[src/rtl/gcd_input_ctrl.sv]
// gcd_input_ctrl: conditions the start button and captures operands for one GCD run per press.
// Optional build macro ZERO_CHECK_EN rejects zero operands and raises err instead of launching.
module gcd_input_ctrl #(
    parameter int unsigned DEBOUNCE_CYCLES = 500000,
    parameter int unsigned W = 8
) (
    input  logic         CLK,
    input  logic         reset,
    input  logic         btn_start,
    input  logic [W-1:0] x_in,
    input  logic [W-1:0] y_in,
    input  logic         gcd_done,
    output logic [W-1:0] x_out,
    output logic [W-1:0] y_out,
    output logic         start_out,
    output logic         busy,
    output logic         err
);
    localparam int unsigned   CW      = $clog2(DEBOUNCE_CYCLES);
    localparam logic [CW-1:0] CNT_MAX = CW'(DEBOUNCE_CYCLES - 1);

    localparam logic [1:0] IDLE   = 2'd0;
    localparam logic [1:0] LAUNCH = 2'd1;
    localparam logic [1:0] WAIT   = 2'd2;
    localparam logic [1:0] HOLD   = 2'd3;

    logic          sync1, btn_s;
    logic [1:0]    fill;
    logic          armed;
    logic          db, db_q;
    logic [CW-1:0] cnt;
    logic          done_q;
    logic [1:0]    state, state_d;
    logic [W-1:0]  x_d, y_d;
    logic          busy_d, err_d;
    logic          press, compl, zero_ops;

    // fill marks when btn_s carries real samples again after reset; armed then waits for a
    // released button so a button held through reset cannot launch.
    always_ff @(posedge CLK or posedge reset) begin
        if (reset) begin
            sync1 <= 1'b0;
            btn_s <= 1'b0;
            fill  <= 2'b00;
            armed <= 1'b0;
        end else begin
            sync1 <= btn_start;
            btn_s <= sync1;
            fill  <= {fill[0], 1'b1};
            if (fill[1] && !btn_s) begin
                armed <= 1'b1;
            end
        end
    end

    always_ff @(posedge CLK or posedge reset) begin
        if (reset) begin
            cnt    <= '0;
            db     <= 1'b0;
            db_q   <= 1'b0;
            done_q <= 1'b0;
        end else begin
            db_q   <= db;
            done_q <= gcd_done;
            if (btn_s == db) begin
                cnt <= '0;
            end else if (cnt == CNT_MAX) begin
                db  <= ~db;
                cnt <= '0;
            end else begin
                cnt <= cnt + 1'b1;
            end
        end
    end

    assign press = db & ~db_q & armed;
    assign compl = gcd_done & ~done_q;

`ifdef ZERO_CHECK_EN
    assign zero_ops = (x_in == '0) || (y_in == '0);
`else
    assign zero_ops = 1'b0;
`endif

    always_comb begin
        state_d = state;
        x_d     = x_out;
        y_d     = y_out;
        busy_d  = busy;
        err_d   = err;
        case (state)
            IDLE: begin
                if (press) begin
                    x_d = x_in;
                    y_d = y_in;
                    if (zero_ops) begin
                        err_d   = 1'b1;
                        busy_d  = 1'b0;
                        state_d = HOLD;
                    end else begin
                        err_d   = 1'b0;
                        busy_d  = 1'b1;
                        state_d = LAUNCH;
                    end
                end
            end
            LAUNCH: state_d = WAIT;
            WAIT: begin
                // Completion wins over a simultaneous press, which is simply dropped.
                if (compl) begin
                    busy_d  = 1'b0;
                    state_d = HOLD;
                end
            end
            HOLD: begin
                if (!db) begin
                    state_d = IDLE;
                end
            end
            default: state_d = IDLE;
        endcase
    end

    always_ff @(posedge CLK or posedge reset) begin
        if (reset) begin
            state <= IDLE;
            x_out <= '0;
            y_out <= '0;
            busy  <= 1'b0;
            err   <= 1'b0;
        end else begin
            state <= state_d;
            x_out <= x_d;
            y_out <= y_d;
            busy  <= busy_d;
            err   <= err_d;
        end
    end

    assign start_out = (state == LAUNCH);

endmodule

[config.mk]
export PLATFORM = sky130hd
export DESIGN_NAME = gcd_input_ctrl
export DESIGN_NICKNAME = d
export VERILOG_FILES = /design/src/rtl/gcd_input_ctrl.sv
export SDC_FILE = /design/constraint.sdc
export NUM_CORES = 1
export LEC_CHECK = 0
export BUFFER_PORTS_ARGS = -buffer_cell sky130_fd_sc_hd__buf_2
export CORE_MARGIN = 2
export CORE_UTILIZATION = 45
export CTS_CLUSTER_SIZE = 30
export DETAILED_ROUTE_END_ITERATION = 12
export HOLD_SLACK_MARGIN = 0.15
export PLACE_DENSITY_LB_ADDON = 0.15
export SLEW_MARGIN = 20
export SYNTH_ARGS = -nofsm -noshare
export SYNTH_HDL_FRONTEND = slang
export SYNTH_SLANG_ARGS = --single-unit
[constraint.sdc]
create_clock -name CLK -period 1.8 [get_ports CLK]
set_input_delay 0.18 -clock CLK [delete_from_list [all_inputs] [get_ports CLK]]
set_output_delay 0.18 -clock CLK [all_outputs]
set_load 0.01 [all_outputs]
==> summary.md, run 1 <==
| Metric | Value |
|---|---|
| Run status | finished, final reports clean |
| Hold path cells | 0 |
| Residual overflow from global routing | 0 |
| Synth area leader | sky130_fd_sc_hd__dfrtp_1 |
| Achievable frequency | between 500 and 600 MHz |
| PnR Total Power | 1.99 mW |
| Pins Over Slew Limit | 0 |
| Total Wirelength | between 3 and 4 mm |
| Weighted congestion reported at the end of routability-driven placement | between 0.8 and 0.9 |
| Post-synthesis xor/xnor area fraction | approximately 6.5% |
| Post-synth net total | 196 |
| End of the worst register-to-register path | cnt[18] |
| Synthesized-area fraction occupied by adder cells | under 10% |
| Sequential element share of the synthesized area | roughly 57% |
| Highest net fanout along the worst path | 5 |
| Layout Cell Area excl Fill | roughly 0.0027 mm2 |
| Length in cells of the worst reg-to-reg path | 5 |
| Number of optimization iterations in the first detailed-route pass | 4 |
| Clock tree root driver cell | sky130_fd_sc_hd__clkbuf_8 |
| Clock transition time at the flip-flop clock pins of the worst setup and hold paths | around 0.08 ns |
| Most common library cell in the layout ignoring fill and taps | sky130_fd_sc_hd__dfrtp_1 |
| Cell-internal power | 1.59 mW |
| Antenna diode count | 0 |
| Slowest cell on crit path | sky130_fd_sc_hd__or4b_4 |
| Start point of the worst hold path | sync1 |
| Via count of the first global-routing pass | roughly 1400 |
| Top cell type's share of synthesized area | around 57% |
| RSZ-0062 raised after global routing | false |
| Final Skew | roughly 0.0052 ns |
| H-tree depth reported by CTS | 2 |
| Count of distinct cell types in the synthesized netlist | 33 |
| Main combinational cell family by area after synthesis | simple AND/OR/NAND/NOR gates |
| Number of nets in the layout | roughly 260 |
| Number of hold-slack violations in the final timing report | 0 |
| Area enclosed by the die boundary | between 0.005 and 0.006 mm2 |
| Syn_area_per_cell | between 10 and 15 um2 |
| Top-Level Pins | 39 |
| Core box area | between 0.004 and 0.005 mm2 |
| Element type at the critical path start | flip-flop |
| Aggregate negative setup slack | 0 ns |
| Part of the power in combinational logic | under 10% |
| Clock Sink Count | 46 |
| Ranking of synthesized cells by area | sky130_fd_sc_hd__dfrtp_1, sky130_fd_sc_hd__mux2_2, sky130_fd_sc_hd__xnor2_1, sky130_fd_sc_hd__nor2_1, sky130_fd_sc_hd__ha_1 |
| Width of the die | around 71 um |
| Critical Path End Type | flip-flop |
| Via total after detailed routing | roughly 1500 |
| Endpoint, Worst Hold | btn_s |
| DRC violation total after the first TritonRoute iteration | 44 |
| Setup Crit Path Kind | reg2reg |
| Power per cell area | roughly 750 mW/mm2 |
| Number of standard-cell rows in the floorplan | 24 |
| Largest net degree at the start of global routing | 47 |
| Compound-cell area share of the yosys netlist | roughly 4.9% |
| LEAKAGE | 1.20 nW |
| Worst VDD drop | between 0.0005 and 0.0006 V |
| Final cycle utilization of the critical path | about 94% |
| Post-DRT Antenna Nets | 0 |
| Worst endpoint data arrival time | around 1.9 ns |
| Effective utilization at floorplan | between 40% and 50% |
| Worst Hold Class | reg2reg |
| Part of the power in the clock network | between 30% and 40% |
| Post-detail-place hpwl | 2.57 mm |
| Number of I/O port buffers | 37 |
| Clock network latency to the later pin of the worst-skew pair | 0.28 ns |
| Most used cells in the layout excluding fill and tap cells | sky130_fd_sc_hd__dfrtp_1, sky130_fd_sc_hd__buf_2, sky130_fd_sc_hd__nor2_1, sky130_fd_sc_hd__dlygate4sd3_1, sky130_fd_sc_hd__mux2_2 |
| Maximum clock path buffer count | 2 |
| Number of max-cap violations | 0 |
| Warning count from the yosys run | 0 |
| Post-route DRC | 0 |
| Setup-failing EPs final | 0 |
| Worst path cell trace | ha_2, and4_4, nand4_4, or4b_4, a21oi_2 |
| Multiplexer area fraction after synthesis | 9.42% |
| TritonCTS Buffers | 5 |
| Via-per-instance ratio | around 5.0 |
| CTS tree | built |
| Sequential share of power | a little over half |
| Reg2Reg Launch Point | cnt[0] |
| Area of placed instances | roughly 0.0023 mm2 |
| Number of synthesized register bits | 46 |
| CP max stage delay | 0.54 ns |
| Number of antenna violations at the first check in global routing | 0 |
| Net switching power | ~0.40 mW |
| Layout cell share with drive strength beyond 1 | around a third |
| Switching share of power | approximately 20% |
| Layout area overhead | 31.2% |
| GRT Total Usage | between 10% and 20% |
| Post-Route Utilization | between 60% and 70% |
| Data required time at the worst endpoint | just over 2 ns |
| Post-synthesis instance total | ~170 |
| Netlist area before placement | a little over 0.002 mm2 |
| Die extent in y | between 70 and 80 um |
| Average routed wire per standard cell | 13.1 um |
| Minimum clock period after layout | between 1.5 and 2 ns |
| Simple-gate portion of the synthesized area | about 16% |
| R2R setup slack | about 0.10 ns |
| Wire length of the first global-routing pass | 6.34 mm |
## per-stage QoR
stage               setup WS (ns)  std cells  hold slack, ns
floorplan                  0.0528        171           0.211
global placement            0.120        264           0.230
detailed placement         0.0533        264           0.235
CTS                        0.0401        290           0.354
global route               0.0105        291           0.359
finish                      0.100        291           0.355
## layer usage
layer	vias up	global-route usage, %	wire length, um
li1	718	-	-
met1	708	19.5	1650
met2	35	28.0	1990
met3	2	3.38	157
met4	0	4.40	25
met5	-	0	0
## cell type report
class | count | area, um2
Multi-Input combinational cell | 113 | 841
Clock inverter | 1 | 30.0
Sequential cell | 46 | 1150
Tap cell | 52 | 65.1
Fill cell | 337 | 1690
Timing Repair Buffer | 65 | 468
Inverter | 8 | 30.0
Clock buffer | 6 | 82.6
## Yosys cell counts (all sizes together)
master / count
nand2: 9
nor2: 20
o41ai: 1
nand3b: 2
clkbuf: 2
xnor2: 10
o31ai: 1
nor2b: 1
conb: 2
ha: 5
or4b: 1
a222oi: 1
or4: 1
nand4bb: 1
buf: 2
dfrtp: 46
nor3: 5
and4: 1
nand3: 5
mux2: 17
xor2: 5
nand4: 7
inv: 8
a21o: 2
a21oi: 4
nand4b: 1
o21ai: 5
nor4: 5
nand2b: 1
## power groups by stage
stage / registers [mW] / clock network, mW / logic (mW)
floorplan: 1.11 / 0 / 0.0547
global placement: 1.10 / 0 / 0.119
detailed placement: 1.10 / 0 / 0.123
CTS: 1.08 / 0.786 / 0.155
global route: 1.08 / 0.833 / 0.169
finish: 1.08 / 0.759 / 0.152
## state kept, by name, indices dropped and copies added (netlist names)
signal and cells:
armed 1, btn_s 1, busy 1, cnt 19, db 1, db_q 1
done_q 1, fill 2, state 2, sync1 1, x_out 8, y_out 8
## repair_timing
item,CTS,global route
endpoints found under the setup margin,0,2
hold buffers,19,0
endpoints found under the hold margin,64,0
setup buffers,0,1
resized for setup,0,4
## cells by family (layout without fill, tap and decap cells)
group,after synthesis,after routing
XOR/XNOR,15,15
other,2,2
flip-flops,46,46
adder cells (fa/ha/maj),5,5
buffers and inverters,12,80
AND/OR/NAND/NOR,60,60
AO/OA/AOI/OAI,14,14
multiplexers,17,17
## how the worst max path moves through the flow
stage | start | end | slack, ns | depth (start not counted)
floorplan | state[0] | x_out[6] | 0.05 | 5
global placement | cnt[0] | cnt[18] | 0.12 | 5
detailed placement | cnt[0] | cnt[18] | 0.05 | 5
CTS | cnt[0] | cnt[18] | 0.04 | 5
global route | cnt[0] | cnt[18] | 0.01 | 5
finish | cnt[0] | cnt[18] | 0.10 | 5
## critical path, delay by kind of cell, from the launching register on
kind	cells	cell delay, ns
AND/OR/NAND/NOR	3	0.90
flip-flops	1	0.41
adder cells (fa/ha/maj)	1	0.20
AO/OA/AOI/OAI	1	0.13
(Power assumes the default switching activity.)
==> inputs of run 2 (changes only) <==
--- a/config.mk
+++ b/config.mk
@@ -7,10 +7,11 @@
 export LEC_CHECK = 0
 export BUFFER_PORTS_ARGS = -buffer_cell sky130_fd_sc_hd__buf_2
 export CORE_MARGIN = 2
-export CORE_UTILIZATION = 45
+export CORE_UTILIZATION = 49
 export CTS_CLUSTER_SIZE = 30
 export DETAILED_ROUTE_END_ITERATION = 12
-export HOLD_SLACK_MARGIN = 0.15
+export HOLD_SLACK_MARGIN = 0.1
+export MAX_ROUTING_LAYER = met4
 export PLACE_DENSITY_LB_ADDON = 0.15
 export SLEW_MARGIN = 20
 export SYNTH_ARGS = -nofsm -noshare
==> run 2 against run 1 <==
Combinational power fell by 11%; register-to-register slack got worse by 0.06 ns; wire length rose by 5.8%.
==> summary.md, run 2 (same netlist as run 1, synthesis figures left out) <==
| Metric | Value |
|---|---|
| Post-detail-place hpwl | 2.81 mm (+9.1%) |
| Via-per-instance ratio | 5.30 (+5.5%) |
| Number of antenna violations at the first check in global routing | 0 (unchanged) |
| Pins Over Slew Limit | 0 (unchanged) |
| Number of optimization iterations in the first detailed-route pass | 4 (unchanged) |
| R2R setup slack | 0.04 ns (-0.06 ns) |
| Final Skew | 0.00958 ns (+0.00434 ns) |
| Worst Tran Pin Value | 0.568 ns |
| PnR Total Power | 1.81 mW (-9.0%) |
| Antenna diode count | 0 (unchanged) |
| CP max stage delay | 0.52 ns (-0.02 ns) |
| Clock transition time at the flip-flop clock pins of the worst setup and hold paths | 0.08 ns (about the same) |
| LEAKAGE | 1.11 nW (-7.0%) |
| Data required time at the worst endpoint | 2.02 ns (about the same) |
| Power per cell area | 733 mW/mm2 (-1.8%) |
| Achievable frequency | 569 MHz (-3.2%) |
| Worst-case headroom to the max-slew limit | ~62% |
| Number of standard-cell rows in the floorplan | 23 (-4.2%) |
| GRT Total Usage | 18.8% (+3.0 points) |
| Number of nets in the layout | 250 (-5.3%) |
| Run status | finished, final reports clean |
| Post-route insts no fill | 275 (-5.5%) |
| Post-DRT Antenna Nets | 0 (unchanged) |
| Post-route DRC | 0 (unchanged) |
| Element type at the critical path start | flip-flop |
| Total Wirelength | 4.05 mm (+5.8%) |
| Core box area | 0.00400 mm2 (-8.1%) |
| Wire length of the first global-routing pass | 6.21 mm (-2.1%) |
| Number of hold-slack violations in the final timing report | 0 (unchanged) |
| Weighted congestion reported at the end of routability-driven placement | 0.810 (+1.1%) |
| Number of max-cap violations | 0 (unchanged) |
| Slowest cell on crit path | sky130_fd_sc_hd__or4b_1 |
| TritonCTS Buffers | 5 (unchanged) |
| Top-Level Pins | 39 (unchanged) |
| Layout area overhead | 21.5% |
| Average routed wire per standard cell | 14.7 um (+12%) |
| Largest register FFs | 19 (unchanged) |
| Most common library cell in the layout ignoring fill and taps | sky130_fd_sc_hd__dfrtp_1 |
| Worst setup startpoint | cnt[1] |
| H-tree depth reported by CTS | 2 (unchanged) |
| Setup Crit Path Kind | reg2reg |
| Highest net fanout along the worst path | 4 (-1) |
| Capture point of the critical path | cnt[18] |
| Length in cells of the worst reg-to-reg path | 5 (unchanged) |
| Effective utilization at floorplan | 50.8% (+4.1 points) |
| Area enclosed by the die boundary | 0.00468 mm2 (-7.7%) |
| Largest Register | cnt |
| Layout Cell Area excl Fill | 0.00247 mm2 (-7.4%) |
| Via total after detailed routing | 1458 (-0.34%) |
| Final cycle utilization of the critical path | 97.6% (+3.1 points) |
| CTS tree | built |
| Worst path cell trace | ha_2, and4_4, nand4_4, or4b_1, a21oi_1 |
| DRC violation total after the first TritonRoute iteration | 96 (+120%) |
| Area of placed instances | 0.00232 mm2 (-0.96%) |
| Largest net degree at the start of global routing | 47 (unchanged) |
| Clock network latency to the later pin of the worst-skew pair | 0.30 ns (+0.02 ns) |
| Die extent in y | 68.4 um (-3.9%) |
| Clock Sink Count | 46 (unchanged) |
| Clock tree root driver cell | sky130_fd_sc_hd__clkbuf_8 |
| Critical Path End Type | flip-flop |
| Worst path top cell family by delay | simple AND/OR/NAND/NOR gates |
| Number of gates on the worst path with buffers counted | 5 (unchanged) |
| Minimum clock period after layout | 1.76 ns (+0.0563 ns) |
| Number of I/O port buffers | 37 (unchanged) |
| Layout cell share with drive strength beyond 1 | 33.3% (+0.70 points) |
| Worst endpoint data arrival time | 1.98 ns (+0.06 ns) |
| Reg2Reg Launch Point | cnt[1] |
| Combined buffer and inverter count along the critical path | 0 (unchanged) |
| End of the worst register-to-register path | cnt[18] |
| Via count of the first global-routing pass | 1445 (+1.4%) |
| Worst VDD drop | 0.000399 V (-30%) |
| Width of the die | 68.4 um (-3.9%) |
| Setup-failing EPs final | 0 (unchanged) |
| Most used cells in the layout excluding fill and tap cells | sky130_fd_sc_hd__dfrtp_1, sky130_fd_sc_hd__buf_2, sky130_fd_sc_hd__nor2_1, sky130_fd_sc_hd__mux2_2, sky130_fd_sc_hd__xnor2_1 |
| Residual overflow from global routing | 0 (unchanged) |
| Maximum clock path buffer count | 2 (unchanged) |
| Instance count after placement with tap cells included | 261 (-1.1%) |
| Largest registers | cnt: 19 flops, x_out: 8 flops, y_out: 8 flops |
| Worst Hold Class | in2reg |
-- run 2: routing by layer --
layer  wire length (um)  up-vias  global-route usage (%)
met5                  0        -                       -
met2               2260       31                    32.5
met3                130        4                    4.44
met4                 40        0                    7.50
li1                   -      695                       -
met1               1620      728                    20.8
-- run 2: area by class of cell --
cell class,count,area [um2]
fill,322,1530
sequential,46,1150
multi-input combinational,113,832
timing repair buffer,51,315
clock buffer,6,72.6
tap,50,62.6
inverter,8,30.0
clock inverter,1,7.51
-- run 2: metrics by stage --
stage               setup WS [ns]  utilization (%)  setup TNS (ns)  hold WS, ns
floorplan                  0.0528                -               0        0.211
global placement            0.129             58.0               0        0.291
detailed placement         0.0389             58.0               0        0.295
CTS                        0.0321             60.7               0        0.104
global route              -0.0116             61.8         -0.0116        0.104
finish                     0.0439             61.8               0        0.109
-- run 2: where the power goes --
part / leakage (nW) / internal (mW) / switching, mW
Clock: 0.0373 / 0.266 / 0.329
Combinational: 0.494 / 0.0659 / 0.0693
Sequential: 0.581 / 1.06 / 0.0176
-- run 2: worst min-delay path by stage --
stage	startpoint	endpoint	slack, ns	cells past startpoint
after floorplan	gcd_done	done_q	0.21	0
after global placement	btn_start	sync1	0.29	1
after detailed placement	btn_start	sync1	0.29	1
after CTS	y_in[3]	y_out[3]	0.10	2
after global routing	y_in[3]	y_out[3]	0.10	2
final	x_in[0]	x_out[0]	0.11	2
-- run 2: repair_timing --
item                       CTS  global route
setup endpoints to repair    0             2
setup buffers                0             2
hold buffers                 3             2
resized for setup            0             2
hold endpoints to repair    48             2
==> inputs of run 3 (changes only) <==
--- a/config.mk
+++ b/config.mk
@@ -7,7 +7,7 @@
 export LEC_CHECK = 0
 export BUFFER_PORTS_ARGS = -buffer_cell sky130_fd_sc_hd__buf_2
 export CORE_MARGIN = 2
-export CORE_UTILIZATION = 49
+export CORE_UTILIZATION = 47
 export CTS_CLUSTER_SIZE = 30
 export DETAILED_ROUTE_END_ITERATION = 12
 export HOLD_SLACK_MARGIN = 0.1
==> run 3 against run 2 <==
Largest power group unchanged; via count fell by 2.7%; critical path depth did not move; non-clock buffer count fell by 3; total power fell by 0.71%; combinational power fell by 9%; die area rose by 4.0%; largest cell class unchanged; core utilization fell by 1.8 points.
==> summary.md, run 3 (same netlist as run 1, synthesis figures left out) <==
| Metric | Value |
|---|---|
| Run status | finished, final reports clean |
| Setup-failing EPs final | 0 (unchanged) |
| Largest Register | cnt |
| Average routed wire per standard cell | 13.1 um (-11%) |
| Area enclosed by the die boundary | 0.00487 mm2 (+4.0%) |
| Largest registers | cnt: 19 flops, x_out: 8 flops, y_out: 8 flops |
| Slowest cell on crit path | sky130_fd_sc_hd__or4b_1 |
| Clock tree root driver cell | sky130_fd_sc_hd__clkbuf_8 |
| Final Skew | 0.00686 ns (-0.00272 ns) |
| LEAKAGE | 1.12 nW (+0.31%) |
| Core box area | 0.00409 mm2 (+2.2%) |
| Post-route DRC | 0 (unchanged) |
| Minimum clock period after layout | 1.72 ns (-0.0331 ns) |
| Post-route insts no fill | 273 (-0.73%) |
| Element type at the critical path start | flip-flop |
| Worst VDD drop | 0.000577 V (+45%) |
| Largest register FFs | 19 (unchanged) |
| Data required time at the worst endpoint | 2.02 ns (about the same) |
| PnR Total Power | 1.80 mW (-0.71%) |
| Effective utilization at floorplan | 49.8% (-1.1 points) |
| Via-per-instance ratio | 5.20 (-2.0%) |
| Residual overflow from global routing | 0 (unchanged) |
| Worst path top cell family by delay | simple AND/OR/NAND/NOR gates |
| Antenna diode count | 0 (unchanged) |
| Clock network latency to the later pin of the worst-skew pair | 0.29 ns (about the same) |
| Clock transition time at the flip-flop clock pins of the worst setup and hold paths | 0.08 ns (about the same) |
| Post-DRT Antenna Nets | 0 (unchanged) |
| Highest net fanout along the worst path | 4 (unchanged) |
| Combined buffer and inverter count along the critical path | 0 (unchanged) |
| Worst-case headroom to the max-slew limit | 52.6% (-9.5 points) |
| Number of standard-cell rows in the floorplan | 23 (unchanged) |
| Setup Crit Path Kind | reg2reg |
| DRC violation total after the first TritonRoute iteration | 84 (-13%) |
| Critical Path End Type | flip-flop |
| Worst Hold Class | in2reg |
| Post-detail-place hpwl | 2.64 mm (-5.8%) |
| TritonCTS Buffers | 5 (unchanged) |
| CP max stage delay | 0.52 ns (about the same) |
| Most used cells in the layout excluding fill and tap cells | sky130_fd_sc_hd__dfrtp_1, sky130_fd_sc_hd__buf_2, sky130_fd_sc_hd__nor2_1, sky130_fd_sc_hd__mux2_2, sky130_fd_sc_hd__xnor2_1 |
| H-tree depth reported by CTS | 2 (unchanged) |
| Via total after detailed routing | 1419 (-2.7%) |
| Via count of the first global-routing pass | 1397 (-3.3%) |
| Pins Over Slew Limit | 0 (unchanged) |
| Layout area overhead | 20.6% |
| Number of I/O port buffers | 37 (unchanged) |
| Worst path cell trace | ha_1, and4_4, nand4_4, or4b_1, a21oi_1 |
| Clock Sink Count | 46 (unchanged) |
| Achievable frequency | 580 MHz (+1.9%) |
| Number of hold-slack violations in the final timing report | 0 (unchanged) |
| Total Wirelength | 3.58 mm (-12%) |
| Number of antenna violations at the first check in global routing | 0 (unchanged) |
| Largest net degree at the start of global routing | 29 (-38%) |
| Top-Level Pins | 39 (unchanged) |
| Instance count after placement with tap cells included | 261 (unchanged) |
| Worst endpoint data arrival time | 1.94 ns (-0.04 ns) |
| Worst Tran Pin Value | 0.706 ns (+0.139 ns) |
| Power per cell area | 733 mW/mm2 (about the same) |
| Most common library cell in the layout ignoring fill and taps | sky130_fd_sc_hd__dfrtp_1 |
| Die extent in y | 69.8 um (+2.0%) |
| Number of nets in the layout | 247 (-1.2%) |
| Width of the die | 69.8 um (+2.0%) |
| Layout cell share with drive strength beyond 1 | 32.7% (-0.60 points) |
| CTS tree | built |
| Number of optimization iterations in the first detailed-route pass | 4 (unchanged) |
| Aggregate negative setup slack | 0 ns (unchanged) |
| GRT Total Usage | 16.3% (-2.5 points) |
| Maximum clock path buffer count | 2 (unchanged) |
| Weighted congestion reported at the end of routability-driven placement | 0.846 (+4.5%) |
| Number of max-cap violations | 0 (unchanged) |
| Wire length of the first global-routing pass | 6.22 mm (about the same) |
| Final cycle utilization of the critical path | 95.7% (-1.8 points) |
| RSZ-0062 raised after global routing | false |
==> run 3: cell type report <==
cell class / instances / area, um2
Tap cell: 50 / 62.6
Clock buffer: 6 / 72.6
Multi-Input combinational cell: 113 / 833
Inverter: 8 / 30.0
Timing Repair Buffer: 48 / 288
Fill cell: 339 / 1640
Sequential cell: 46 / 1150
Clock inverter: 2 / 13.8
==> run 3: what timing repair did <==
action	CTS	global route
hold buffers	3	0
buffers inserted	0	1
setup endpoints to repair	0	3
resized for setup	0	1
endpoints found under the hold margin	20	0
==> run 3: path summary, 6_finish.rpt <==
| kind | slack, ns | endpoint | startpoint | depth (start not counted) |
|---|---|---|---|---|
| min in group asynchronous | 0.45 | y_out[0] | reset | 3 |
| min reg2reg | 0.36 | fill[1] | fill[0] | 0 |
| max | 0.08 | cnt[18] | cnt[1] | 5 |
| max reg2reg | 0.08 | cnt[18] | cnt[1] | 5 |
| max in group asynchronous | 0.82 | x_out[7] | reset | 4 |
| min | 0.11 | x_out[0] | x_in[0] | 2 |
==> run 3: metrics by stage <==
step / instance area, um2 / util [%] / setup slack, ns / hold slack (ns)
3_3_place_gp: 2320 / 56.7 / 0.118 / 0.225
4_1_cts: 2430 / 59.6 / 0.0420 / 0.106
3_5_place_dp: 2320 / 56.7 / 0.0557 / 0.234
6_report: 2450 / 60.0 / 0.0769 / 0.115
2_1_floorplan: 2030 / - / 0.0528 / 0.211
5_1_grt: 2450 / 60.0 / 0.00231 / 0.0999
==> run 3: metal layers <==
| metal | up-vias | GRT usage (%) | part of all wire (%) |
|---|---|---|---|
| li1 | 690 | - | - |
| met1 | 683 | 20.1 | 45 |
| met2 | 41 | 26.0 | 48 |
| met3 | 5 | 4.65 | 5.7 |
| met4 | 0 | 5.13 | 1.6 |
| met5 | - | - | 0 |
==> run 3: power by group <==
group / internal [mW] / total (mW) / switching [mW]
registers: 1.06 / 1.08 / 0.0166
clock network: 0.274 / 0.596 / 0.322
logic: 0.0603 / 0.123 / 0.0631
